===== src/rtl/mem_access_unit.sv =====
// -----------------------------------------------------------------------------
// mem_access_unit
//
// Takes one committed, address-resolved memory operation at a time from the
// address unit's vld/rdy stream, runs the L1 data-cache read/write handshake,
// formats load data by funct_3 and broadcasts the result (or a zero completion
// token for stores) on its own common-data-bus lane tagged with the ROB index.
//
// address_data_i packing, MSB first:
//   addr[31:0] | data[31:0] | rob_dest[ROB_IDX_LEN-1:0] | funct_3[2:0] | mem_op
//   mem_op: 0 = load, 1 = store
//
// Ports:
//   clk               clock, all state changes on posedge
//   rst               asynchronous reset, active low
//   fls_i             pipeline flush, kills the current operation
//   vld_i / rdy_i     upstream element handshake (rdy_i is an output)
//   address_data_i    packed memory operation (layout above)
//   dmem_read/write   cache request strobes, held until dmem_resp
//   dmem_address      word-aligned cache address
//   dmem_wdata        store data replicated onto the addressed lanes
//   dmem_byte_enable  byte mask of the access
//   dmem_rdata        cache read data, valid with dmem_resp
//   dmem_resp         cache completes the current request
//   cdb_vld_o/rdy_i   CDB lane handshake
//   cdb_rob_dest_o    ROB tag of the broadcast result
//   cdb_data_o        formatted load data, 0 for stores
//   misalign_o        sticky flag, set when a misaligned op was accepted
// -----------------------------------------------------------------------------
module mem_access_unit #(
    parameter int ROB_IDX_LEN = 4
) (
    input  logic                   clk,
    input  logic                   rst,
    input  logic                   fls_i,
    input  logic                   vld_i,
    output logic                   rdy_i,
    input  logic [ROB_IDX_LEN+67:0] address_data_i,
    output logic                   dmem_read,
    output logic                   dmem_write,
    output logic [31:0]            dmem_address,
    output logic [31:0]            dmem_wdata,
    output logic [3:0]             dmem_byte_enable,
    input  logic [31:0]            dmem_rdata,
    input  logic                   dmem_resp,
    output logic                   cdb_vld_o,
    input  logic                   cdb_rdy_i,
    output logic [ROB_IDX_LEN-1:0] cdb_rob_dest_o,
    output logic [31:0]            cdb_data_o,
    output logic                   misalign_o
);

    typedef enum logic {
        MEM_LD = 1'b0,
        MEM_ST = 1'b1
    } mem_op_e;

    typedef struct packed {
        logic [31:0]            addr;
        logic [31:0]            data;
        logic [ROB_IDX_LEN-1:0] rob_dest;
        logic [2:0]             funct_3;
        mem_op_e                mem_op;
    } address_buffer_element_t;

    typedef enum logic [1:0] {
        IDLE  = 2'd0,
        REQ   = 2'd1,
        BCAST = 2'd2,
        DRAIN = 2'd3
    } state_e;

    typedef enum logic [1:0] {
        SZ_B = 2'd0,
        SZ_H = 2'd1,
        SZ_W = 2'd2
    } size_e;

    // Access size from funct_3; the low two bits carry the size for both
    // signed and unsigned loads, and anything unrecognised is a word access.
    function automatic size_e decode_size(input logic [2:0] f3);
        case (f3)
            3'b000, 3'b100: decode_size = SZ_B;
            3'b001, 3'b101: decode_size = SZ_H;
            default:        decode_size = SZ_W;
        endcase
    endfunction

    function automatic logic is_misaligned(input address_buffer_element_t op);
        case (decode_size(op.funct_3))
            SZ_H:    is_misaligned = op.addr[0];
            SZ_W:    is_misaligned = (op.addr[1:0] != 2'b00);
            default: is_misaligned = 1'b0;
        endcase
    endfunction

    state_e                  state_q;
    state_e                  state_d;
    address_buffer_element_t in_op;
    address_buffer_element_t op_q;
    logic [31:0]             result_q;
    logic                    misalign_q;
    logic                    accept;
    size_e                   op_size;
    logic                    op_signed;
    logic [7:0]              rd_byte;
    logic [15:0]             rd_half;
    logic [31:0]             load_fmt;
    logic [3:0]              lane_be;
    logic [31:0]             lane_wdata;

    assign in_op  = address_buffer_element_t'(address_data_i);
    assign accept = vld_i && rdy_i && !fls_i;

    // -------------------------------------------------------------------------
    // State register
    // -------------------------------------------------------------------------
    // NOTE: sequential state uses non-blocking assignments so every register
    // samples the pre-edge values of the others, independent of block order.
    always_ff @(posedge clk or negedge rst) begin
        if (!rst) begin
            state_q <= IDLE;
        end else begin
            state_q <= state_d;
        end
    end

    // -------------------------------------------------------------------------
    // Next-state logic
    // -------------------------------------------------------------------------
    // NOTE: every signal written in an always_comb gets a default first, so no
    // path through the case can leave it unassigned and infer a latch.
    always_comb begin
        state_d = state_q;
        case (state_q)
            IDLE: begin
                if (accept) state_d = REQ;
            end
            REQ: begin
                // The cache cannot be aborted: a flush without a response
                // parks in DRAIN until the outstanding request completes.
                if (dmem_resp)  state_d = fls_i ? IDLE : BCAST;
                else if (fls_i) state_d = DRAIN;
            end
            BCAST: begin
                if (fls_i || cdb_rdy_i) state_d = IDLE;
            end
            DRAIN: begin
                if (dmem_resp) state_d = IDLE;
            end
            default: state_d = IDLE;
        endcase
    end

    // -------------------------------------------------------------------------
    // Output logic
    // -------------------------------------------------------------------------
    always_comb begin
        rdy_i            = (state_q == IDLE);
        dmem_read        = 1'b0;
        dmem_write       = 1'b0;
        cdb_vld_o        = (state_q == BCAST);
        dmem_address     = {op_q.addr[31:2], 2'b00};
        dmem_byte_enable = lane_be;
        dmem_wdata       = lane_wdata;
        cdb_rob_dest_o   = op_q.rob_dest;
        cdb_data_o       = result_q;
        misalign_o       = misalign_q;
        if (state_q == REQ || state_q == DRAIN) begin
            dmem_read  = (op_q.mem_op == MEM_LD);
            dmem_write = (op_q.mem_op == MEM_ST);
        end
    end

    // -------------------------------------------------------------------------
    // Lane steering for stores and load formatting, all from the captured op
    // so the request stays stable for as long as it is outstanding.
    // -------------------------------------------------------------------------
    always_comb begin
        op_size    = decode_size(op_q.funct_3);
        op_signed  = !op_q.funct_3[2];
        rd_byte    = dmem_rdata[{op_q.addr[1:0], 3'b000} +: 8];
        rd_half    = op_q.addr[1] ? dmem_rdata[31:16] : dmem_rdata[15:0];
        lane_be    = 4'hF;
        lane_wdata = op_q.data;
        load_fmt   = dmem_rdata;
        case (op_size)
            SZ_B: begin
                lane_be    = 4'b0001 << op_q.addr[1:0];
                lane_wdata = {4{op_q.data[7:0]}};
                load_fmt   = {{24{op_signed & rd_byte[7]}}, rd_byte};
            end
            SZ_H: begin
                lane_be    = op_q.addr[1] ? 4'b1100 : 4'b0011;
                lane_wdata = {2{op_q.data[15:0]}};
                load_fmt   = {{16{op_signed & rd_half[15]}}, rd_half};
            end
            default: begin
                lane_be    = 4'hF;
                lane_wdata = op_q.data;
                load_fmt   = dmem_rdata;
            end
        endcase
    end

    // -------------------------------------------------------------------------
    // Captured operation, result and sticky misalignment flag
    // -------------------------------------------------------------------------
    // NOTE: the captured op is reset as well, because its tag feeds
    // cdb_rob_dest_o directly and must read 0 out of reset.
    always_ff @(posedge clk or negedge rst) begin
        if (!rst) begin
            op_q       <= '0;
            result_q   <= '0;
            misalign_q <= 1'b0;
        end else begin
            if (accept) begin
                op_q <= in_op;
                if (is_misaligned(in_op)) misalign_q <= 1'b1;
            end
            if (state_q == REQ && dmem_resp) begin
                result_q <= (op_q.mem_op == MEM_LD) ? load_fmt : 32'h0;
            end
        end
    end

endmodule


===== config.mk =====
export PLATFORM = sky130hd
export DESIGN_NAME = mem_access_unit
export DESIGN_NICKNAME = d
export VERILOG_FILES = /design/src/rtl/mem_access_unit.sv
export SDC_FILE = /design/constraint.sdc
export NUM_CORES = 1
export LEC_CHECK = 0
export CAP_MARGIN = 20
export CORE_MARGIN = 3
export CORE_UTILIZATION = 44
export DETAILED_ROUTE_END_ITERATION = 16
export PLACE_DENSITY = 0.82
export RECOVER_POWER = 100
export SYNTH_ARGS = -nofsm -noshare
export SYNTH_HDL_FRONTEND = slang
export SYNTH_SLANG_ARGS = --single-unit
export TNS_END_PERCENT = 10

===== constraint.sdc =====
create_clock -name clk -period 1.8 [get_ports clk]
set_input_delay 0.36 -clock clk [delete_from_list [all_inputs] [get_ports clk]]
set_output_delay 0.36 -clock clk [all_outputs]
set_load 0.02 [all_outputs]

# --- Word level (Yosys, flattened, before mapping) ---
# Cells that the tools add are included.
word_totals:
  in_bits: 110
  wordCells: 67
  output_inout_bits: 109
  register_bits: 107
op_classes:
  bitwise: 3
  mux: 20
  shift: 2
  reduce_logical: 18
  eq_ne: 16
ops:
  columns: ["op", "count"]
  rows:
  - ["one-hot mux 32 bit (2 select lines)", 2]
  - ["two-way mux 32 bit", 1]
  - ["indexed part select 32 x 6 -> 8 bit", 1]
  - ["two-way mux 16 bit", 1]
  - ["two-way mux 2 bit", 7]
  - ["equality test 3 bit, second input constant", 4]
  - ["one-hot mux 2 bit (2 select lines)", 2]
  - ["one-hot mux 2 bit (4 select lines)", 1]
  - ["one-hot mux 4 bit (2 select lines)", 1]
  - ["OR reduction 2 bit", 4]
  - ["equality test 2 x 1 -> 1 bit, second input constant", 3]
  - ["equality test 2 bit, second input constant", 3]
  - ["equality test 3 x 1 -> 1 bit, second input constant", 2]
  - ["logical NOT 3 bit", 2]
  - ["logical NOT 2 bit", 2]
  - ["two-way mux 4 bit", 1]
  - ["inequality test 2 x 1 -> 1 bit, second input constant", 2]
  - ["AND reduction 4 bit", 1]
  - ["left shift 1 x 2 -> 4 bit, first input constant", 1]
  - ["logical AND 1 bit", 3]
  - ["two-way mux 1 bit", 3]
  - ["inequality test 3 bit, second input constant", 1]
  - ["AND 1 bit", 2]
  - ["logical NOT 1 bit", 2]
  - ["6 further kinds", 7]

# --- Logic depth before layout (Yosys ltp) ---
# Gate-level depths: netlist (run 1).
depth:
  depth_word: 8
  depth_mapped: 5

# --- Worst setup path before layout (run 1) ---
# Ideal clock, no wire load.
synth_timing:
  path_type: "reg-to-output"
  from: "register op_q[1] (netlist bit)"
  to: "output port dmem_wdata[24]"
  arrival_ns: 1.310
  path_buffers: 2
  stages_incl_launch_ff: 5
  slack_ns: 0.130
  cell_sequence: "dfrtp_1 -> buf_2 -> buf_2 -> mux2i_1 -> o21ai_0"
synth_via:
  elab_chain_cells: 5
  word_cells_on_any_way: 10
  classes_between: "eq/ne: 4; mux: 2; reduce/logical: 4"
synth_rtl:
  columns: ["element", "line", "source"]
  rows:
  - ["start: declaration", "100", "address_buffer_element_t op_q;"]
  - ["start signal: assignment", "218", "op_q <= in_op;"]
  - ["equality test 3 x 1 -> 1 bit, or another cell as far along", "82", "case (f3)"]
  - ["OR reduction 2 bit", "82", null]
  - ["one-hot mux 2 bit (2 select lines) (*)", "82", null]
  - ["equality test 2 x 1 -> 1 bit or logical NOT 2 bit (tied branches)", "187", "case (op_size)"]
  - ["one-hot mux 32 bit (2 select lines) (*)", "187", null]
  - ["end: declaration", "42", "output logic [31:0] dmem_wdata,"]
# Mark *: on every way between the ends. The rest lies on a longest branch, timed or not.

# --- Worst setup path after layout (run 1) ---
layout_timing:
  from: "register op_q[2] (netlist bit)"
  to: "output port dmem_wdata[22]"
# The elaborated chain is that of the path after synthesis.

==> results.sh, run 1 <==
export IMPL_fin_tns_setup_ps=-2740
export IMPL_crit_buf_inv=2
export IMPL_post_drt_wl_per_cell_um=18.1
export IMPL_rr_worst_depth=4
export IMPL_grt_use_total=0.218
export IMPL_r2r_slack_ps=-60
export IMPL_hold_violations=0
export IMPL_p_clk_frac=0.182
export IMPL_finalCritPeriodShare=1.11
export IMPL_synth_distinct_cells=39
export IMPL_place_area_mm2=0.00774
export IMPL_first_pass_iters=4
export IMPL_timing_fmax_mhz=501
export IMPL_skew_ps=6.90
export IMPL_place_detailed_hpwl_um=11500
export IMPL_crit_path_cell_trace="buf_12, mux2_2, clkdlybuf4s15_1"
export IMPL_worstSkewPairLatency_ps=340
export IMPL_cts_root_buf="clkbuf_16"
export IMPL_power_frac_seq=0.326
export IMPL_irDropWorstVdd_v=0.000851
export IMPL_worst_endpoint_arrival_ps=1640
export IMPL_final_cell_mix="clkdlybuf4s50_1 (177), dfrtp_1 (106), mux2_2 (84)"
export IMPL_syn_inst=493
export IMPL_die_area_mm2=0.0140
export IMPL_switching_power_uw=4340
export IMPL_port_buffers=216
export IMPL_numCtsBuffers=9
export IMPL_grt_pass1_wl_um=24800
export IMPL_hold_buffers=0
export IMPL_period_minus_slack_ps=2000
export IMPL_clockBufferDepth=2
export IMPL_p_sw_frac=0.368
export IMPL_p_int_uw=7450
export IMPL_critPathMaxFanout=24
export IMPL_r2r_end="op_q[38]$_DFFE_PN0P_"
export IMPL_worstReg2RegStart="state_q[0]$_DFFE_PN0P_"
export IMPL_relSlewSlack=0.331
export IMPL_detail_route_antenna_nets=0
export IMPL_combinationalPowerShare=0.492
export IMPL_clk_pin_slew_ps=70
export IMPL_end_kind="output port"
export IMPL_vias=4522
export IMPL_worst_pin_slew_ps=1000
export IMPL_fp_dieW_um=118
export IMPL_required_ps=1440
export IMPL_setup_violations_final=40
export IMPL_syn_avg_cell_area_um2=11.3
export IMPL_rsz0062_at_grt="yes"
export IMPL_final_common_cell="clkdlybuf4s50_1"
export IMPL_clock_sinks=107
export IMPL_leakage_uw=0.00342
export IMPL_grt_pass1_vias=4727
export IMPL_placementRows=40
export IMPL_crit_family="buffers and inverters"
export IMPL_via_per_inst=5.33
export IMPL_final_layout_size_suffix_gt1_frac=0.250
export IMPL_synth_area_mm2=0.00556
export IMPL_ys_ff_latch=107
export IMPL_slowest_delay_ps=450
export IMPL_drc=0
export IMPL_cts_tree="yes"
export IMPL_cts_htree_levels=3
export IMPL_yosysSeqAreaShare=0.482
export IMPL_antenna_found_initial=0
export IMPL_start_util=0.457
export IMPL_setup_slack_ps=-196
export IMPL_worstSetupPathType="reg2out"
export IMPL_outcome="finished, violations left"
export IMPL_slew_violations=0
export IMPL_slowest_stage="dfrtp_2"
export IMPL_start_kind="flop"
export IMPL_dp_slack_ps=-246
export IMPL_final_nets=785
export IMPL_io_pins=219
export IMPL_place_gp_congestion=0.883
export IMPL_grt_max_degree=41
export IMPL_post_route_cell_area_mm2=0.00794
export IMPL_wirelength_um=15300
export IMPL_syn2layout_area_growth_pct=42.9
export IMPL_overflow=0
export IMPL_die_y_um=118
export IMPL_violations="negative setup slack"
export IMPL_yosysWarningCount=0
export IMPL_drv_cap=0
export IMPL_startpoint="op_q[2]$_DFFE_PN0P_"
export IMPL_powerDensity_mw_per_mm2=1490
export IMPL_diodes=0
export IMPL_hold_path_class="in2async"
export IMPL_coreArea_mm2=0.0122
export IMPL_drt_iter0_drc=459
-- worst max path at each step --
stage                                          to  slack [ps]  cells after the start
finish                             dmem_wdata[22]        -200                      3
global route                       dmem_wdata[22]        -240                      3
CTS                                dmem_wdata[22]        -240                      3
detailed placement           op_q[15]$_DFFE_PN0P_        -250                      5
global placement    cdb_rob_dest_o[0]$_DFFE_PN0P_        -210                      5
floorplan                          dmem_wdata[24]         130                      4
-- Yosys cell counts --
| master | instances | share of area |
|---|---|---|
| a21o_1 | 2 | 0.0027 |
| nand4b_4 | 1 | 0.0043 |
| nor3b_1 | 9 | 0.012 |
| and4bb_2 | 1 | 0.0023 |
| a21boi_0 | 1 | 0.0014 |
| clkbuf_1 | 16 | 0.011 |
| nor2_1 | 12 | 0.0081 |
| a21oi_1 | 7 | 0.0063 |
| buf_4 | 48 | 0.065 |
| mux2i_1 | 15 | 0.027 |
| a221oi_2 | 1 | 0.0027 |
| nand3b_1 | 1 | 0.0014 |
| nand4_1 | 16 | 0.018 |
| nor4b_4 | 1 | 0.0043 |
| buf_2 | 10 | 0.0090 |
| nor2b_1 | 9 | 0.010 |
| o21ai_0 | 22 | 0.020 |
| nand2_1 | 46 | 0.031 |
| inv_1 | 10 | 0.0068 |
| o31ai_1 | 8 | 0.011 |
| nand2b_1 | 3 | 0.0034 |
| o21ai_1 | 1 | 0.00090 |
| o22ai_1 | 1 | 0.0011 |
| nor3_1 | 2 | 0.0018 |
| a221o_1 | 7 | 0.013 |
| mux2_2 | 87 | 0.18 |
| a31oi_1 | 7 | 0.0079 |
| nor2_2 | 1 | 0.0011 |
| a21oi_4 | 1 | 0.0029 |
| conb_1 | 1 | 0.00067 |
| and3b_1 | 7 | 0.011 |
| and2_1 | 1 | 0.0011 |
| o21a_1 | 8 | 0.011 |
| nand3_1 | 16 | 0.014 |
| mux4_2 | 1 | 0.0041 |
| buf_8 | 1 | 0.0027 |
| nand4_4 | 1 | 0.0038 |
| dfrtp_1 | 107 | 0.48 |
| buf_6 | 4 | 0.0081 |
-- per-layer routing --
metal,track usage,vias up,share of wire
met5,0,-,0
met4,0.0615,0,0.011
met3,0.0679,12,0.091
met2,0.373,204,0.51
met1,0.265,2233,0.39
li1,-,2073,-
-- flip-flops by register name, indices dropped and copies added, names as in the netlist --
| signal | flops |
|---|---|
| misalign_o | 1 |
| state_q | 2 |
| cdb_data_o | 32 |
| op_q | 38 |
| dmem_address | 30 |
| cdb_rob_dest_o | 4 |
-- what timing repair did --
action	in CTS	in global routing
hold endpoints to repair	0	0
pin swaps	1	0
cloned	0	0
gates resized for setup	107	56
endpoints found under the setup margin	40	47
setup buffers	2	0
-- worst register-to-register path, delay by kind of cell (launching register included) --
family        cells  cell delay, ps
flops             1             460
mux               1             380
simple gates      1             390
buf+inv           2             520
-- cell families (layout without fill, tap and decap cells) --
group | count (synthesis) | in the layout | share of synthesized area
other | 1 | 2 | 0.000675
buffers and inverters | 89 | 275 | 0.102
AND/OR/NAND/NOR | 127 | 127 | 0.128
multiplexers | 103 | 103 | 0.207
flip-flops | 107 | 107 | 0.482
AO/OA/AOI/OAI | 66 | 66 | 0.0799
-- power groups by stage --
stage | logic [uW] | registers, uW | clock network (uW)
floorplan | 3170 | 4130 | 0
finish | 5800 | 3840 | 2150
CTS | 5840 | 3840 | 2200
global route | 6170 | 3940 | 2300
detailed placement | 5960 | 3860 | 0
global placement | 5860 | 3830 | 0
-- final cells by class --
class / instances / area (um2)
Tap cell: 168 / 210
Clock inverter: 4 / 72.6
Multi-Input combinational cell: 298 / 2330
Timing Repair Buffer: 249 / 2350
Fill cell: 942 / 4220
Clock buffer: 12 / 256
Inverter: 10 / 37.5
Sequential cell: 107 / 2680
-- stage by stage --
step,std cells,hold WS (ps),power (uW),utilization
after floorplan,494,64.4,7300,-
after global placement,830,368,9680,0.636
after detailed placement,830,382,9820,0.636
after CTS,848,18.0,11900,0.661
after global routing,848,236,12400,0.653
final,848,185,11800,0.653
Note: power is estimated with default switching activity, not from simulation.
==> inputs of run 2 (changes only) <==
Settings changed: CORE_UTILIZATION 44 to 40, GPL_TIMING_DRIVEN from default to 0, PLACE_DENSITY 0.82 to 0.78.
Clock period 1.8 ns to 1.7 ns, I/O delays scaled along.
==> results.sh, run 2 (synthesis gave the netlist of run 1 again) <==
export IMPL_outcome="finished, violations left"
export IMPL_violations="negative setup slack"
export IMPL_hold_buffers=0
export IMPL_relSlewSlack=0.159
export IMPL_start_kind="flop"
export IMPL_coreArea_mm2=0.0134
export IMPL_syn2layout_area_growth_pct=52.6
export IMPL_worstReg2RegStart="state_q[0]$_DFFE_PN0P_"
export IMPL_startpoint="op_q[2]$_DFFE_PN0P_"
export IMPL_fillCellCount=1059
export IMPL_dp_cells=887
export IMPL_cp_depth=6
export IMPL_final_cell_mix="clkdlybuf4s50_1 (123), dfrtp_1 (105), buf_4 (61)"
export IMPL_p_sw_frac=0.378
export IMPL_grt_use_total=0.226
export IMPL_first_pass_iters=5
export IMPL_clock_sinks=107
export IMPL_rr_worst_depth=4
export IMPL_drv_cap=0
export IMPL_largest_reg_flops=38
export IMPL_largest_register="op_q"
export IMPL_fin_tns_setup_ps=-8910
export IMPL_final_cells=914
export IMPL_crit_path_cell_trace="buf_4, buf_6, clkbuf_8, clkbuf_16, o21ai_4, buf_6"
export IMPL_final_layout_size_suffix_gt1_frac=0.335
export IMPL_final_nets=843
export IMPL_p_clk_frac=0.182
export IMPL_slew_violations=0
export IMPL_antenna_found_initial=0
export IMPL_powerDensity_mw_per_mm2=1590
export IMPL_p_int_uw=8400
export IMPL_grt_max_degree=61
export IMPL_clk_pin_slew_ps=80
export IMPL_end_kind="output port"
export IMPL_clockBufferDepth=2
export IMPL_overflow=0
export IMPL_crit_buf_inv=5
export IMPL_io_pins=219
export IMPL_place_detailed_hpwl_um=12900
export IMPL_via_per_inst=5.20
export IMPL_placementRows=42
export IMPL_port_buffers=216
export IMPL_required_ps=1360
export IMPL_r2r_end="op_q[13]$_DFFE_PN0P_"
export IMPL_worst_pin_slew_ps=1260
export IMPL_diodes=0
export IMPL_critPathMaxFanout=8
export IMPL_r2r_slack_ps=-130
export IMPL_timing_fmax_mhz=504
export IMPL_setup_violations_final=62
export IMPL_dp_slack_ps=-754
export IMPL_hold_path_class="in2async"
export IMPL_cts_root_buf="clkbuf_16"
export IMPL_setup_slack_ps=-283
export IMPL_leakage_uw=0.00381
export IMPL_finalCritPeriodShare=1.17
export IMPL_worstSetupPathType="reg2out"
export IMPL_whs_ps=241
export IMPL_skew_ps=11.2
export IMPL_drt_iter0_drc=268
export IMPL_final_core_util=0.633
export IMPL_grt_pass1_vias=4820
export IMPL_fp_dieW_um=124
export IMPL_post_drt_wl_per_cell_um=19.5
export IMPL_crit_family="buffers and inverters"
export IMPL_wirelength_um=17800
export IMPL_period_minus_slack_ps=1980
export IMPL_cts_tree="yes"
export IMPL_hold_violations=0
export IMPL_slowest_delay_ps=430
export IMPL_critPathMostFrequentCell="buf_6"
export IMPL_power_frac_seq=0.301
export IMPL_die_y_um=124
export IMPL_worst_endpoint_arrival_ps=1640
export IMPL_vias=4750
export IMPL_die_area_mm2=0.0153
export IMPL_grt_pass1_wl_um=26300
export IMPL_cts_htree_levels=3
export IMPL_rsz0062_at_grt="yes"
export IMPL_drc=0
export IMPL_irDropWorstVdd_v=0.000962
export IMPL_worstSkewPairLatency_ps=360
export IMPL_place_gp_congestion=0.884
export IMPL_slowest_stage="dfrtp_1"
export IMPL_start_util=0.415
export IMPL_final_common_cell="clkdlybuf4s50_1"
export IMPL_combinationalPowerShare=0.517
export IMPL_numCtsBuffers=9
export IMPL_switching_power_uw=5110
export IMPL_detail_route_antenna_nets=0
-- run 2: layout make-up --
class                           instances  area (um2)  share of cell area
Buffer                                 78         679              0.0801
Clock buffer                           10         229              0.0270
Clock inverter                          6         114              0.0134
Inverter                               10        37.5             0.00442
Multi-Input combinational cell        298        2570               0.303
Sequential cell                       107        2680               0.316
Tap cell                              176         220              0.0260
Timing Repair Buffer                  229        1960               0.231
-- run 2: worst max-delay path by stage --
stage	to	slack [ps]
global route	dmem_wdata[28]	-310
floorplan	dmem_wdata[24]	50
detailed placement	dmem_wdata[31]	-750
finish	dmem_wdata[28]	-280
CTS	dmem_wdata[12]	-310
global placement	op_q[27]$_DFFE_PN0P_	-3900
-- run 2: timing repair --
item,CTS,global route
resized for setup,295,61
setup buffers,11,1
gates cloned,0,0
endpoints found under the hold margin,0,0
pin swaps,9,3
endpoints found under the setup margin,126,105
-- run 2: metrics by stage --
step           instance area (um2)  power (uW)
2_1_floorplan                 5560        7730
3_3_place_gp                  7950       10600
3_5_place_dp                  7970       10800
4_1_cts                       8520       13700
5_1_grt                       8480       14200
6_report                      8480       13500
-- run 2: routing by layer --
| layer | wire length [um] | global-route usage |
|---|---|---|
| met5 | 0 | 0 |
| met2 | 8580 | 0.379 |
| met1 | 7150 | 0.273 |
| met4 | 251 | 0.0726 |
| met3 | 1840 | 0.0799 |
-- run 2: power by group through the flow --
stage / logic [uW] / clock network (uW) / registers, uW
finish: 6980 / 2460 / 4070
detailed placement: 6700 / 0 / 4080
floorplan: 3360 / 0 / 4370
global placement: 6620 / 0 / 4030
global route: 7420 / 2590 / 4180
CTS: 7110 / 2500 / 4050
==> edit 1 (settings of run 2) <==
Set the parameter `ROB_IDX_LEN` to 8 (it was 4).
--- a/src/rtl/mem_access_unit.sv
+++ b/src/rtl/mem_access_unit.sv
@@ -29,5 +29,5 @@
 // -----------------------------------------------------------------------------
 module mem_access_unit #(
-    parameter int ROB_IDX_LEN = 4
+    parameter int ROB_IDX_LEN = 8
 ) (
     input  logic                   clk,
Interface: changed (resized address_data_i and cdb_rob_dest_o); port bits go from 219 to 227. The function was not compared with the original's and may differ.
==> edit 1 against run 2 <==
Clock skew fell by 0.0056 ns; critical endpoint is now dmem_wdata[9]; combinational power fell by 7.2%; power fell by 5.2%; via count rose by 0.25%; sequential cell count rose by 4; critical path depth fell by 1; the run ends with capacitance limit, slew limit, setup timing left; routed wire length fell by 3.6%; cell area fell by 2.1%; setup slack got worse by 0.024 ns; synthesized area rose by 2.6%.
==> edit 1: results (changes against run 2) <==
** Power
- The internal power contribution is 7.922 mW (was 8.397 mW).
- The power of the clock network was 2.11 mW (was 2.46 mW).
- Leakage power :: 3.693 nW (was 3.808 nW)
- The sequential power came to 4.22 mW (was 4.07 mW).
- Worst supply voltage drop on vdd :: 0.0009376 V (was 0.0009619 V)

** Global route
- The fraction of met1 tracks used by global routing came to 26.34% (was 27.28%).
- The pin count of the biggest net entering global routing came to 67 (was 61).
- GR Util met2 :: 37.48% (was 37.85%)
- Number of global-route vias before repair :: 5112 (was 4820)
- The first-pass GRT wire length is 27240 um (was 26280 um).
- The total routing usage reported by global routing was 21.66% (was 22.60%).
- The routing usage on met3 was 6.109% (was 7.993%).

** Place
- The cell count after placement is 912 (was 887).
- Estimated wirelength of the detail-placed design :: 13050 um (was 12850 um)
- The total of buffers placed on input and output ports was 224 (was 216).
- The routability-driven placement congestion ratio was 0.9076 (was 0.8835).

** Drt
- The number of DRC markers in iteration 0 was 235 (was 268).
- The post-route met1 wirelength is 6810 um (was 7150 um).
- Number of vias per cell :: 5.131 (was 5.197)
- Routed wire length :: 17180 um (was 17820 um)
- The length of routed met3 wiring was 1397 um (was 1837 um).
- The met2 wire length is 8700 um (was 8576 um).
- First-pass detailed-route iteration total :: 4 (was 5)

** Worst hold path
- The worst min-delay path category is input pin to flop (was input pin to async pin).

** STA
- Final slew viol count :: 66 (was 0)
- The worst slew margin relative to its limit is -10.79% (was 15.93%).
- The final worst-path setup slack was -0.3064 ns (was -0.2825 ns).
- The final-report setup violation count came to 110 (was 62).
- Worst setup skew after layout :: 0.005577 ns (was 0.01118 ns)

** Setup path
- Worst r2r dst :: op_q[22]$_DFFE_PN0P_ (was op_q[13]$_DFFE_PN0P_)
- Worst reg2reg path startpoint :: state_q[0]$_DFFE_PN0P_ (unchanged)
- The data arrival time of the critical path is 1.67 ns (was 1.64 ns).
- Worst r2r path cells :: 5 (was 4)
- Crit path capture :: dmem_wdata[9] (was dmem_wdata[28])
- Setup slack, reg-to-reg :: -0.17 ns (was -0.13 ns)

** Outcome
- Violated checks: capacitance limit, slew limit, setup timing (was setup timing).
- Run status: finished with violations (unchanged).

** Layout
- Count of filler cells inserted in the layout :: 1198 (was 1059)
- Fraction of layout cells with a size suffix above 1 :: 30.35% (was 33.47%)
- The number of nets in the layout was 859 (was 843).
- The non-filler instance count after layout is 928 (was 914).

** Synth
- Top post-synthesis cells by area :: dfrtp_1, mux2_2, buf_4 (unchanged)
- Proportion of synthesized area in mux cells :: 20.99% (was 20.73%)
- The distinct cell type count after synthesis was 36 (was 39).
- Sequential fraction of the synthesis area :: 48.68% (was 48.17%)
- Post-synthesis compound-gate area fraction :: 7.544% (was 7.990%)
- Commonest cells in the synthesized netlist :: dfrtp_1, mux2_2, buf_4, nand2_1, o21ai_0 (unchanged)

** Clocking
- Clock-pin slew on the worst setup and hold paths :: ~0.070 ns

** Run
- The total of max-cap violations is 1 (was 0).
==> edit 1: logic make-up after synthesis <==
group                  after synthesis
DFF                                111
muxes                              107
buffers and inverters               94
AOI/OAI and AO/OA                   66
and+or+nand+nor                    127
other                                1
==> edit 1: through the flow <==
stage / setup slack (ns) / cell area [um2] / power (mW) / TNS [ns] / hold WS (ns)
final: -0.3064 / 8308 / 12.81 / -16.85 / 0.2751
after CTS: -0.3056 / 8527 / 13.27 / -26.35 / 0.1315
after floorplan: -0.02838 / 5709 / 7.922 / -0.2914 / 0.04441
after global routing: -0.3439 / 8308 / 13.53 / -30.13 / 0.2757
after detailed placement: -1.034 / 8202 / 11.08 / -82.17 / 0.4586
after global placement: -3.932 / 8177 / 10.88 / -514.58 / 0.4437
==> edit 1: worst min-delay path by stage <==
stage / start / end / depth (start not counted)
global route: fls_i / state_q[1]$_DFFE_PN0P_ / 2
detailed placement: misalign_o$_DFFE_PN0P_ / misalign_o$_DFFE_PN0P_ / 1
global placement: misalign_o$_DFFE_PN0P_ / misalign_o$_DFFE_PN0P_ / 1
CTS: rst / cdb_data_o[27]$_DFFE_PN0P_ / 1
finish: fls_i / state_q[1]$_DFFE_PN0P_ / 2
floorplan: rst / cdb_data_o[0]$_DFFE_PN0P_ / 0
==> edit 1: final cells by class <==
| class | instances | area share (%) |
|---|---|---|
| Clock buffer | 11 | 2.922 |
| Inverter | 10 | 0.4518 |
| Sequential cell | 111 | 33.46 |
| Buffer | 82 | 7.892 |
| Tap cell | 180 | 2.711 |
| Timing Repair Buffer | 229 | 23.00 |
| Clock inverter | 3 | 0.5422 |
| Multi-Input combinational cell | 302 | 29.02 |
==> edit 1: timing repair <==
action                     in CTS  in global routing
setup endpoints to repair     179                148
setup buffers                   3                  1
resized for setup             268                 24
pin swaps                       3                  4
==> edit 2 (settings of run 2) <==
Made on the original files. Reset style: synchronous (`rst`), changed in 2 clocked blocks. Comments in the files are not updated.
--- a/src/rtl/mem_access_unit.sv
+++ b/src/rtl/mem_access_unit.sv
@@ -118,5 +118,5 @@
     // NOTE: sequential state uses non-blocking assignments so every register
     // samples the pre-edge values of the others, independent of block order.
-    always_ff @(posedge clk or negedge rst) begin
+    always_ff @(posedge clk) begin
         if (!rst) begin
             state_q <= IDLE;
@@ -209,5 +209,5 @@
     // NOTE: the captured op is reset as well, because its tag feeds
     // cdb_rob_dest_o directly and must read 0 out of reset.
-    always_ff @(posedge clk or negedge rst) begin
+    always_ff @(posedge clk) begin
         if (!rst) begin
             op_q       <= '0;
Formal check against the unedited RTL: differs if rst is asserted again (counterexample within 4 cycles, from zero or initial values and one cycle with rst low); with rst held inactive, the same outputs for 4 cycles.
==> edit 2 against run 2 <==
The flow still finishes with violations (setup timing); sequential cell count did not move; non-clock buffer count rose by 22; first-iteration DRC count rose by 24%; final cell count rose by 18%; synthesized area fell by 5.1%; routed wire length rose by 0.43%; setup slack improved by 0.093 ns; cell area fell by 4.6%; clock skew fell by 0.0051 ns; synthesized cell count rose by 33%; critical path type unchanged.
Power is not compared: it rests on default switching activity, and its combinational part moved more than twofold at a synthesized area within 25%.
==> edit 2: results (changes against run 2) <==
** Floorplan
- The number of rows created at floorplan is 41 (was 42).

** Place
- Estimated wirelength of the detail-placed design :: 13130 um (was 12850 um)
- Worst-case setup slack after placement :: -0.8863 ns (was -0.7543 ns)
- The routability-driven placement congestion ratio was 0.9155 (was 0.8835).

** Setup path
- Critical path launch point :: op_q[2]$_SDFFE_PN0P_ (was op_q[2]$_DFFE_PN0P_)
- The beginning of the worst register-to-register path is state_q[0]$_SDFFE_PN0P_ (was state_q[0]$_DFFE_PN0P_).
- The cell with the biggest individual delay on the critical path is dfxtp_2 (was dfrtp_1).
- The reg2reg setup slack came to -0.09 ns (was -0.13 ns).
- Worst r2r path cells :: 6 (was 4)
- Worst r2r dst :: op_q[9]$_SDFFE_PN0P_ (was op_q[13]$_DFFE_PN0P_)

** Layout
- The number of sequential cells in the layout is 107 (unchanged).
- Fraction of layout cells with a size suffix above 1 :: 22.03% (was 33.47%)
- The filler cell count in the final layout was 1148 (was 1059).
- The sequential cell area in the final layout was 0.002150 mm2 (was 0.002680 mm2).
- Clk_buf instances :: 12 (was 10)
- The relative area of clock buffers and inverters in the final design came to 3.774% (was 4.041%).
- The count of non-CTS buffers in the layout was 329 (was 307).
- Share of the final layout cell area in multi-input gates :: 33.03% (was 30.25%)
- The non-clock buffer share of cell area is 33.50% (was 31.08%).
- The relative area change from synthesis to final layout is 53.30% (was 52.60%).

** STA
- Worst hold margin :: 0.4540 ns (was 0.2405 ns)
- The final clock skew came to 0.006115 ns (was 0.01118 ns).
- Final Worst Setup Slack :: -0.1899 ns (was -0.2825 ns)
- Worst slew margin :: 62.63% (was 15.93%)
- The final-report setup violation count came to 75 (was 62).
- Summed negative setup slack over all endpoints :: -4.126 ns (was -8.914 ns)

** Synth
- The compound-gate portion of the synthesized area is 23.47% (was 7.990%).
- The distinct cell type count after synthesis is 38 (was 39).
- Main synth FF type :: dfxtp_1 (was dfrtp_1)
- The mux cell area share after synthesis came to 5.998% (was 20.73%).
- Sequential fraction of the synthesis area :: 40.59% (was 48.17%)
- Top post-synthesis cells by area :: dfxtp_1, nand2_1, a21boi_0 (was dfrtp_1, mux2_2, buf_4)

** Outcome
- Violated checks :: setup timing (unchanged)
- Run status: finished with violations (unchanged).

** Drt
- The detailed-route via count came to 5374 (was 4750).
- Routed wire length :: 17890 um (was 17820 um)
- Initial detailed-routing violation count :: 331 (was 268)
- Total length of routed met2 wires :: 8687 um (was 8576 um)
- The length of routed met3 wiring came to 1552 um (was 1837 um).

** Global route
- Global-route total usage across every layer :: 23.75% (was 22.60%)
- The fraction of met1 tracks used by global routing is 28.75% (was 27.28%).
- The via count of the first global-routing pass is 5083 (was 4820).
- Met3 routing resource usage after global routing :: 8.392% (was 7.993%)
- GR Util met2 :: 39.91% (was 37.85%)
- The first-pass GRT wire length came to 27170 um (was 26280 um).

** Clocking
- The number of gates resized after CTS is 272 (was 295).
- Post-CTS Setup Inserts :: 18 (was 11)

** Worst hold path
- The worst min-delay path category is flop to flop (was input pin to async pin).
## edit 2: cell types whose count changed in the layout (fill, tap and decap cells not counted), sizes merged, moves of 9 or more
| cell | run 2 | this run |
|---|---|---|
| a21oi | 8 | 27 |
| nand2 | 46 | 197 |
| nand3 | 16 | 1 |
| buf | 103 | 118 |
| dfrtp | 107 | 0 |
| nor3b | 9 | 0 |
| o21ai | 23 | 49 |
| mux2 | 87 | 19 |
| nand4 | 17 | 0 |
| a21boi | 1 | 74 |
| clkbuf | 80 | 92 |
| dfxtp | 0 | 107 |
## edit 2: worst max-delay path by stage
stage	slack (ns)	end	cells past startpoint
floorplan	-0.11	dmem_wdata[25]	4
global placement	-0.88	dmem_wdata[31]	6
detailed placement	-0.89	dmem_wdata[31]	6
CTS	-0.23	dmem_wdata[22]	5
global route	-0.22	op_q[9]$_SDFFE_PN0P_	6
finish	-0.19	dmem_wdata[22]	4
